## config.mk

```make
export PLATFORM = sky130hd
export DESIGN_NAME = shift_fifo_flags
export DESIGN_NICKNAME = d
export VERILOG_FILES = /design/src/rtl/shift_fifo_pkg.sv /design/src/rtl/fifo_level_flags.sv /design/src/rtl/shift_fifo_flags.sv
export SDC_FILE = /design/constraint.sdc
export NUM_CORES = 1
export LEC_CHECK = 0
export CAP_MARGIN = 0
export CORE_MARGIN = 2
export CORE_UTILIZATION = 47
export CTS_CLUSTER_SIZE = 24
export DETAILED_ROUTE_END_ITERATION = 7
export PLACE_DENSITY = 0.7
export SLEW_MARGIN = 20
export SYNTH_ARGS = -nofsm -noshare
export SYNTH_HDL_FRONTEND = slang
export SYNTH_HIERARCHICAL = 1
export SYNTH_SLANG_ARGS = --single-unit
```

## constraint.sdc

```tcl
create_clock -name clk -period 2.46 [get_ports clk]
set_input_delay 0.492 -clock clk [delete_from_list [all_inputs] [get_ports clk]]
set_output_delay 0.492 -clock clk [all_outputs]
set_load 0.01 [all_outputs]
```

## src/rtl/shift_fifo_pkg.sv

```systemverilog
// ---------------------------------------------------------------------------
// shift_fifo_pkg : shared constants and helpers for the shift-register FIFO
// Revision 1.0
// ---------------------------------------------------------------------------
`default_nettype none

package shift_fifo_pkg;

  localparam int FIFO_STD  = 0;
  localparam int FIFO_FWFT = 1;

  function automatic int cnt_w(int depth);
    return $clog2(depth) + 1;
  endfunction

endpackage

`default_nettype wire

```

## src/rtl/fifo_level_flags.sv

```systemverilog
// ---------------------------------------------------------------------------
// fifo_level_flags : combinational occupancy flags decoded from a count value
// Revision 1.0
// ---------------------------------------------------------------------------
`default_nettype none

module fifo_level_flags
  import shift_fifo_pkg::*;
#(
  parameter int DEPTH    = 4,
  parameter int AF_LEVEL = DEPTH - 1,
  parameter int AE_LEVEL = 1,
  localparam int CW      = cnt_w(DEPTH)
) (
  input  logic [CW-1:0] count,
  output logic          full,
  output logic          empty,
  output logic          almost_full,
  output logic          almost_empty
);

  localparam logic [CW-1:0] DEPTH_C = CW'(DEPTH);
  localparam logic [CW-1:0] AF_C    = CW'(AF_LEVEL);
  localparam logic [CW-1:0] AE_C    = CW'(AE_LEVEL);

  assign full         = (count == DEPTH_C);
  assign empty        = (count == '0);
  assign almost_full  = (count >= AF_C);
  assign almost_empty = (count <= AE_C);

endmodule

`default_nettype wire

```

## src/rtl/shift_fifo_flags.sv

```systemverilog
// ---------------------------------------------------------------------------
// shift_fifo_flags : shift-register FIFO, head always in mem[0], with level,
//                    threshold and sticky error flags.  Revision 1.0
// ---------------------------------------------------------------------------
`default_nettype none

module shift_fifo_flags
  import shift_fifo_pkg::*;
#(
  parameter int WIDTH    = 8,
  parameter int DEPTH    = 4,
  parameter int FWFT     = FIFO_STD,
  parameter int AF_LEVEL = DEPTH - 1,
  parameter int AE_LEVEL = 1
) (
  input  logic                      clk,
  input  logic                      rst_n,
  input  logic                      write,
  input  logic [WIDTH-1:0]          data_in,
  input  logic                      read,
  input  logic                      clr_err,
  output logic [WIDTH-1:0]          data_out,
  output logic                      valid_out,
  output logic [cnt_w(DEPTH)-1:0]   count,
  output logic                      full,
  output logic                      empty,
  output logic                      almost_full,
  output logic                      almost_empty,
  output logic                      overflow,
  output logic                      underflow
);

  localparam int CW = cnt_w(DEPTH);

  if (DEPTH < 2 || DEPTH > 16) begin : g_chk_depth
    $error("shift_fifo_flags: DEPTH must be 2..16");
  end
  if (AF_LEVEL < 1 || AF_LEVEL > DEPTH) begin : g_chk_af
    $error("shift_fifo_flags: AF_LEVEL must be 1..DEPTH");
  end
  if (AE_LEVEL < 0 || AE_LEVEL > DEPTH - 1) begin : g_chk_ae
    $error("shift_fifo_flags: AE_LEVEL must be 0..DEPTH-1");
  end

  logic [WIDTH-1:0] mem [DEPTH];
  logic             wr_ok;
  logic             rd_ok;
  logic [CW-1:0]    wr_idx;

  fifo_level_flags #(
    .DEPTH    (DEPTH),
    .AF_LEVEL (AF_LEVEL),
    .AE_LEVEL (AE_LEVEL)
  ) u_flags (
    .count        (count),
    .full         (full),
    .empty        (empty),
    .almost_full  (almost_full),
    .almost_empty (almost_empty)
  );

  assign wr_ok  = write & ~full;
  assign rd_ok  = read & ~empty;
  // On a concurrent read the queue shifts down, so the tail slot moves too.
  assign wr_idx = rd_ok ? (count - CW'(1)) : count;

  always_ff @(posedge clk or negedge rst_n) begin
    if (!rst_n) begin
      for (int i = 0; i < DEPTH; i++) mem[i] <= '0;
      count <= '0;
    end else begin
      if (rd_ok) begin
        for (int i = 0; i < DEPTH - 1; i++) mem[i] <= mem[i+1];
      end
      for (int i = 0; i < DEPTH; i++) begin
        if (wr_ok && wr_idx == CW'(i)) mem[i] <= data_in;
      end
      if (wr_ok && !rd_ok)      count <= count + CW'(1);
      else if (rd_ok && !wr_ok) count <= count - CW'(1);
    end
  end

  if (FWFT == FIFO_FWFT) begin : g_fwft
    assign data_out  = mem[0];
    assign valid_out = ~empty;
  end else begin : g_std
    always_ff @(posedge clk or negedge rst_n) begin
      if (!rst_n) begin
        data_out  <= '0;
        valid_out <= 1'b0;
      end else begin
        valid_out <= rd_ok;
        if (rd_ok) data_out <= mem[0];
      end
    end
  end

  // Set has priority over a same-cycle clear.
  always_ff @(posedge clk or negedge rst_n) begin
    if (!rst_n) begin
      overflow  <= 1'b0;
      underflow <= 1'b0;
    end else begin
      overflow  <= (write & full)  | (overflow  & ~clr_err);
      underflow <= (read  & empty) | (underflow & ~clr_err);
    end
  end

endmodule

`default_nettype wire

```

==> summary.txt <==
Clock network
  – Worst-path clk slew: 90 ps
  – CTS tree: built
  – Longest Clk Path Bufs: 2
  – Num CTS Buffers: 5
  – CTS sink count: 46
  – Number of post-CTS setup repair buffers: 0
  – Worst skew pair latency: 300 ps
  – H-tree Lvls: 2
  – # hold bufs at CTS: 0
  – CTS Root Cell: clkbuf_8
  – Post_cts resized: 0

STA
  – Max Fclk: 0.457 GHz
  – Post-layout min period: 2190 ps
  – Fin. max-slew vios: 0
  – Worst setup margin: 270 ps
  – Worst Tran Pin Value: 507 ps
  – Final-report hold violation count: 0
  – Crit share post-route: 89.0%
  – Final TNS setup: 0 ps
  – Clk_skew: 5.93 ps
  – Final Setup Violations: 0
  – Unrepaired setup endpoints after global routing: no
  – Relative slew slack: 66.2%

Worst setup path
  – CP startpoint kind: flop
  – Crit Path Category: flop to primary output
  – Worst Path Arrival: 1700 ps
  – Stages on worst setup path: 2
  – CP top delay family: buffers and inverters
  – Slowest CP cell: clkdlybuf4s50_1
  – R2r startpoint: count[1]
  – Buf/Inv on CP: 1
  – R2R Path End: mem[24]
  – Critical path capture point type: primary output
  – Crit path cell chain: nor3b_2 > clkdlybuf4s50_1
  – Crit path from: count[2]
  – Max stage delay on crit path: 590 ps
  – Worst setup path end: full
  – Crit path required time: 1970 ps
  – Setup slack, reg-to-reg: 290 ps
  – Worst R2R Path Depth: 6
  – CP Max Fanout: 8

Logic synthesis
  – Simple-Gate Fraction of Synth Area: 22.3%
  – Yosys warns: 6
  – Largest family of logic cells by synthesized area: simple AND/OR/NAND/NOR gates
  – Number of flops mapped to enable cells by yosys: 0
  – Syn Nets: 240
  – Share of flip-flops with an asynchronous set or reset: 100%
  – Seq cells post-synth: 46
  – Synthesized area: 2200 sq um
  – Post-Synth Adder-Cell Area: 1.14%
  – Prevailing post-synth register cell: dfrtp_1
  – Dominant cells by area after synthesis: dfrtp_1 (52%), nand2_1 (17%), mux2_2 (15%)
  – Synth top area share: 52.4%
  – Post-synthesis sequential area ratio: 52.4%
  – Post-synthesis mux area share: 17.4%
  – Synth unique cells: 26
  – XOR/XNOR share of the synthesized area: 0.798%
  – Post-Synthesis Cells: 225
  – Post-synthesis average cell area: 9.76 sq um
  – Post-synthesis compound-gate area fraction: 3.48%
  – Post-synth top area cell: dfrtp_1

Finish
  – Commonest non-fill, non-tap cell in the layout: nand2_1
  – Nets: 281
  – Commonest cells after routing, fill and taps aside: nand2_1 (99), dfrtp_1 (46), mux2_2 (30)
  – Layout cell share with drive strength beyond 1: 21.7%
  – Antenna Cells: 0
  – Area Overhead vs Synth: 25.1%

Floorplanning
  – Io pins: 31
  – Die Ht: 72.4 microns
  – Num rows: 24
  – Die width: 72.4 microns
  – Core ar.: 4410 sq um
  – Die ar.: 5230 sq um
  – Initial core utilization: 49.7%

Pwr
  – Pwr/cell area: 1240 nW/um^2
  – Leak: 0.00135 uW
  – Worst VDD drop: 521 uV

Place
  – Setup Slack @ Placement: 77.1 ps
  – Routability congestion estimate: 0.818
  – IO buf count: 30
  – Dpl hpwl: 2980 microns

Routing
  – Antenna Nets Post-Route: 0
  – Detailed Route WL: 4270 microns
  – Avg WL per Cell: 13.4 microns
  – Via Count: 1626
  – Vias per cell: 5.10
  – # DRC: 0
  – Initial DRC Count: 71
  – First-pass detailed-route iteration total: 6

Global route
  – Total track usage: 18.8%
  – Pin count of the biggest net entering global routing: 27
  – Vias in the first global route: 1512
  – Grt ovf: 0
  – First-pass GRT wire length: 7460 microns
  – Initial antenna violation count: 0

Job
  – Max-cap violations: 0

Status
  – Status: completed

Worst hold path
  – HP Class: input pin to asynchronous set/reset pin
-- logic make-up (layout without fill, tap and decap cells) --
logic type,after synthesis,after routing
fa+ha+maj,2,2
mux,33,33
compound gates,10,10
flops,46,46
buf+inv,13,55
xor+xnor,2,2
simple gates,119,119
-- layout make-up --
class                   instances  area, sq um
flip-flops and latches         46         1150
repair buffers                 42          410
clock buffers                   6         72.6
fillers                       388         1670
clock inverters                 2         37.5
well taps                      52         65.1
multi-input cells             166          991
inverters                       5         18.8
-- through the flow --
step,instance area (sq um),utilization [%],std cells,hold slack [ps],total power (uW)
3_3_place_gp,2640,59.7,311,445,2820
2_1_floorplan,2200,-,225,196,2250
5_1_grt,2750,62.2,319,181,3680
4_1_cts,2750,62.2,319,156,3430
6_report,2750,62.2,319,148,3400
3_5_place_dp,2640,59.7,311,459,2870
-- routing by layer --
| metal | GRT usage [%] | share of wire, % |
|---|---|---|
| met5 | 0 | 0 |
| met4 | 6.29 | 1.1 |
| met3 | 4.58 | 3.6 |
| met2 | 27.6 | 45 |
| met1 | 27.3 | 50 |
-- synth_stat cells (2+ instances only) --
| master | count |
|---|---|
| inv_1 | 4 |
| o21ai_0 | 2 |
| nor2_1 | 4 |
| nor3_1 | 7 |
| ha_1 | 2 |
| and3_1 | 2 |
| nand2_1 | 99 |
| xnor2_1 | 2 |
| mux2_2 | 30 |
| mux2_1 | 2 |
| clkbuf_1 | 6 |
| nand3b_1 | 2 |
| dfrtp_1 | 46 |
| nand2b_1 | 2 |
| o21ai_2 | 4 |
-- sequential cells by signal (all words and copies together) (netlist names) --
register   count
mem           32
data_out       8
count          3
overflow       1
underflow      1
valid_out      1
-- report_power, final --
part / total [uW] / switching, uW / internal (uW)
Clock: 562 / 258 / 303
Sequential: 1290 / 194 / 1100
Combinational: 1550 / 707 / 840
-- worst min-delay path by stage --
stage | start | endpoint | slack (ps)
after global routing | rst_n | count[0] | 180
final | rst_n | count[2] | 150
after detailed placement | mem[26] | data_out[2] | 460
after CTS | rst_n | count[2] | 160
after global placement | mem[31] | data_out[7] | 450
after floorplan | rst_n | count[0] | 200
Note: power is estimated with default switching activity, not from simulation.
